$ cat config.mk
export PLATFORM = sky130hd
export DESIGN_NAME = cover_toggle_sched
export DESIGN_NICKNAME = d
export VERILOG_FILES = /design/src/rtl/cover_toggle_sched.sv
export SDC_FILE = /design/constraint.sdc
export NUM_CORES = 1
export LEC_CHECK = 0
export CORE_UTILIZATION = 50
export CTS_CLUSTER_DIAMETER = 80
export DETAILED_ROUTE_END_ITERATION = 10
export HOLD_SLACK_MARGIN = 0.08
export PLACE_DENSITY = 0.76
export SLEW_MARGIN = 20
export SYNTH_ARGS = -nofsm -noshare
export SYNTH_HDL_FRONTEND = slang
export SYNTH_SLANG_ARGS = --single-unit
$ cat constraint.sdc
create_clock -name clock -period 8.3 [get_ports clock]
set_input_delay 0.83 -clock clock [delete_from_list [all_inputs] [get_ports clock]]
set_output_delay 0.83 -clock clock [all_outputs]
set_load 0.05 [all_outputs]
$ cat src/rtl/cover_toggle_sched.sv
// cover_toggle_sched
//   Serialises first-time toggle-coverage hits from NUM_PTS cover points into a
//   single valid/ready stream of global cover indices. Each point is reported at
//   most once per reset. Queued points drain one per cycle in round-robin order.
//
// Ports
//   clock         sole clock, all state updates on posedge
//   reset         synchronous, active-high; drops queued and in-flight hits
//   valid         per-point toggle hit this cycle (ignored during reset)
//   out_valid     out_index holds a first-time hit
//   out_ready     sink accepts out_index when out_valid && out_ready
//   out_index     global cover index (COVER_INDEX + local bit)
//   pending_cnt   number of points queued but not yet loaded to the output
//   reported_cnt  number of points loaded to the output since reset
//   all_covered   every point reported and the last one accepted

module cover_toggle_sched #(
    parameter int unsigned     NUM_PTS     = 52,
    parameter longint unsigned COVER_INDEX = 0,
    parameter int unsigned     IDX_W       = 64,
    localparam int unsigned    CNT_W       = $clog2(NUM_PTS + 1)
) (
    input  logic               clock,
    input  logic               reset,
    input  logic [NUM_PTS-1:0] valid,
    output logic               out_valid,
    input  logic               out_ready,
    output logic [IDX_W-1:0]   out_index,
    output logic [CNT_W-1:0]   pending_cnt,
    output logic [CNT_W-1:0]   reported_cnt,
    output logic               all_covered
);

    localparam int unsigned PTR_W = (NUM_PTS > 1) ? $clog2(NUM_PTS) : 1;

    logic [NUM_PTS-1:0] seen, seen_nxt;
    logic [NUM_PTS-1:0] pending, pending_nxt;
    logic [PTR_W-1:0]   ptr, ptr_nxt;
    logic               out_valid_nxt;
    logic [IDX_W-1:0]   out_index_nxt;
    logic [CNT_W-1:0]   reported_cnt_nxt;

    logic [PTR_W-1:0]   sel_hi, sel_any, sel;
    logic               found_hi, found_any;
    logic               load, take;
    logic [NUM_PTS-1:0] load_mask;

    // Round-robin pick: lowest pending bit at or above ptr, else lowest overall.
    // Scanning downward leaves the lowest qualifying index in each result.
    always_comb begin
        sel_hi    = '0;
        sel_any   = '0;
        found_hi  = 1'b0;
        found_any = 1'b0;
        for (int i = int'(NUM_PTS) - 1; i >= 0; i--) begin
            if (pending[i]) begin
                sel_any   = PTR_W'(i);
                found_any = 1'b1;
                if (PTR_W'(i) >= ptr) begin
                    sel_hi   = PTR_W'(i);
                    found_hi = 1'b1;
                end
            end
        end
        sel = found_hi ? sel_hi : sel_any;
    end

    // Next-state: capture new hits, load the output register when it frees up.
    always_comb begin
        load             = !out_valid || out_ready;
        take             = load && found_any;
        load_mask        = '0;
        ptr_nxt          = ptr;
        out_valid_nxt    = out_valid;
        out_index_nxt    = out_index;
        reported_cnt_nxt = reported_cnt;

        if (take) begin
            load_mask[sel]   = 1'b1;
            out_index_nxt    = IDX_W'(COVER_INDEX) + IDX_W'(sel);
            ptr_nxt          = (sel == PTR_W'(NUM_PTS - 1)) ? '0 : sel + PTR_W'(1);
            reported_cnt_nxt = reported_cnt + CNT_W'(1);
        end
        if (load) begin
            out_valid_nxt = found_any;
        end

        // A same-edge hit on the bit being loaded is already pending, so the
        // load mask clears it and seen blocks any later repeat.
        pending_nxt = (pending | (valid & ~seen & ~pending)) & ~load_mask;
        seen_nxt    = seen | load_mask;
    end

    // State register.
    always_ff @(posedge clock) begin
        if (reset) begin
            seen         <= '0;
            pending      <= '0;
            ptr          <= '0;
            out_valid    <= 1'b0;
            out_index    <= '0;
            reported_cnt <= '0;
        end else begin
            seen         <= seen_nxt;
            pending      <= pending_nxt;
            ptr          <= ptr_nxt;
            out_valid    <= out_valid_nxt;
            out_index    <= out_index_nxt;
            reported_cnt <= reported_cnt_nxt;
        end
    end

    // Queue occupancy, derived from registered state only.
    always_comb begin
        pending_cnt = '0;
        for (int i = 0; i < int'(NUM_PTS); i++) begin
            pending_cnt = pending_cnt + CNT_W'(pending[i]);
        end
    end

    assign all_covered = (&seen) && !out_valid;

endmodule
==> results.json <==
{
  "status": "complete, no violations",
  "n_fill_cell": 1535,
  "wl_met1_mm": 11.3,
  "ios": 133,
  "tns_ns": 0,
  "top_layer": "met4",
  "hp-class": "flop to flop",
  "first_global_vias": 7593,
  "n_antenna_cell": 0,
  "min_period_ns": 7.28,
  "cts.repair.resized": 0,
  "cts_setup_buffers": 0,
  "drt_iter0_markers": 1047,
  "antenna_found_initial": 0,
  "pre_cts_slack_ns": 1.46,
  "worstPathArrival_ns": 6.45,
  "worst_slack_ns": 1.02,
  "met2WireLength_mm": 12.2,
  "final_cell_mix": "dfxtp_1 (123), inv_1 (113), a21oi_1 (112)",
  "num_vias": 8409,
  "routed_wl_mm": 27.8,
  "layout-drive-gt1-share": 0.0754,
  "synthCells": 1070,
  "clk_path_buf_depth": 2,
  "worst_pin_slew_ns": 1.13,
  "track_usage": 0.317,
  "avgSynthCellArea_um2": 8.17,
  "vias_per_cell": 6.24,
  "grt_setup_unrepaired": "no",
  "critical_path_peak_fanout": 12,
  "finalSetupViolations": 0,
  "cts_buffers": 17,
  "ys_ff_latch": 123,
  "critPathMaxStageDelay_ns": 0.81,
  "grt_overflow": 0,
  "h-tree-depth": 4,
  "rows": 47,
  "grt_pass1_wl_mm": 43.3,
  "core_area_mm2": 0.0168,
  "dp.cells": 1316,
  "synthFlopType": "dfxtp_1",
  "gp_congestion": 0.981,
  "cts_tree": "yes",
  "clock-root-buffer": "clkbuf_16",
  "required_ns": 7.47,
  "ys_seq_area_frac": 0.282,
  "cp_cell_sequence": "fa_1 -> fa_1 -> inv_1 -> fa_1 -> inv_1 -> fa_1 -> fa_1 -> fa_1 -> inv_1 -> fa_1 -> inv_1 -> ha_1 -> inv_1 -> fa_1 -> inv_1 -> a21o_1 -> a21oi_1 -> xnor2_1 -> clkdlybuf4s50_1",
  "post-route-drc-count": 0,
  "worst_skew_pair.late_latency_ns": 0.43,
  "slew_violations": 0,
  "cts_sinks": 123,
  "dp_hpwl_mm": 21.0,
  "final_common_cell": "dfxtp_1",
  "finClkSkew_ns": 0.00705,
  "crit_path_end_kind": "output port",
  "first_pass_iters": 7,
  "synth_edf_count": 0,
  "die-area_mm2": 0.0180,
  "syn-cell-area_mm2": 0.00874,
  "finalCritPeriodShare": 0.877,
  "wire_per_inst_um": 20.6,
  "ys_types": 92,
  "ctsHoldBuffers": 0,
  "crit_path_frequent_cell": "fa_1",
  "fin_cells": 1348,
  "final_antenna_net_count": 0,
  "die_h_um": 134,
  "initial_core_util": 0.520,
  "rr_worst_depth": 9,
  "grt_max_degree": 86,
  "syn_to_final_growth_pct": 13.3,
  "critPathLaunchType": "flop",
  "fmax_mhz": 137,
  "dr_wl_met3_mm": 2.77,
  "holdPathStages": 2,
  "drv_cap": 0,
  "yosysWarnings": 0,
  "critPathKind": "flop to output port",
  "hold_violations": 0,
  "relSlewSlack": 0.245,
  "die_width_um": 134,
  "critPathSlowestCell": "clkdlybuf4s50_1",
  "layout.nets": 1224,
  "io_buffers": 74,
  "ys_async_sr_fraction": 0,
  "path_clk_slew_ns": 0.06
}
## cell type report
cell class / count / area, µm² / share of cell area
multi-input combinational: 773 / 5350 / 0.540
clock buffer: 20 / 447 / 0.0451
tap: 220 / 275 / 0.0278
clock inverter: 12 / 116 / 0.0118
sequential: 123 / 2460 / 0.249
timing repair buffer: 85 / 821 / 0.0829
inverter: 115 / 432 / 0.0436
## flip-flops by register name (all words and copies together) (netlist names)
| register | count |
|---|---|
| seen | 52 |
| pending | 52 |
| out_index | 6 |
| reported_cnt | 6 |
| out_valid | 1 |
| ptr | 6 |
## worst paths after layout
check,start,to,slack [ns]
max,pending[21],pending_cnt[4],1.02
min,out_index[5],out_index[5],0.46
max reg2reg,ptr[0],pending[5],3.57
min reg2reg,out_index[5],out_index[5],0.46
## synth_stat cells (all sizes together) (6+ instances only)
cell type,instances,area share
a211oi,31,0.029
a21o,11,0.0094
a21oi,113,0.065
a221oi,21,0.022
a311oi,9,0.0097
a31oi,9,0.0064
and3,7,0.0050
buf,90,0.072
clkbuf,26,0.011
dfxtp,123,0.28
fa,43,0.098
ha,11,0.016
inv,114,0.049
nand2,39,0.017
nand2b,32,0.023
nand3,22,0.013
nand4,19,0.014
nor2,100,0.043
nor2b,15,0.011
nor3,39,0.025
nor4,14,0.010
o211ai,12,0.010
o21ai,31,0.018
o21ba,13,0.015
o22ai,8,0.0057
o31ai,7,0.0066
or2,8,0.0057
or3,6,0.0049
or4,8,0.0069
## critical path: cells and delay by family, from the launching register on
family | cells | cell delay, ns
compound gates | 2 | 0.17
xor+xnor | 1 | 0.13
fa+ha+maj | 9 | 3.99
buf+inv | 7 | 1.16
flops | 1 | 0.59
## per-stage QoR
step / hold WS [ns] / cell area (µm²) / util
finish: 0.458 / 9900 / 0.589
global route: 0.489 / 9900 / 0.589
CTS: 0.457 / 9880 / 0.588
detailed placement: 0.450 / 9320 / 0.554
global placement: 0.448 / 9320 / 0.554
floorplan: 0.437 / 8960 / -
## logic make-up after synthesis
family | share of synthesized area
compound gates | 0.260
xor+xnor | 0.00802
fa+ha+maj | 0.114
buf+inv | 0.133
flops | 0.282
mux | 0.00286
other cells | 0.000429
simple gates | 0.200
## metal layers
layer	global-route usage	vias up
li1	-	3796
met1	0.441	3948
met2	0.463	570
met3	0.0544	95
met4	0.178	0
met5	0	-
Power is left out: the tool's default activity adds up to more than one toggle a clock period on the data nets, which glitch-free logic cannot reach.
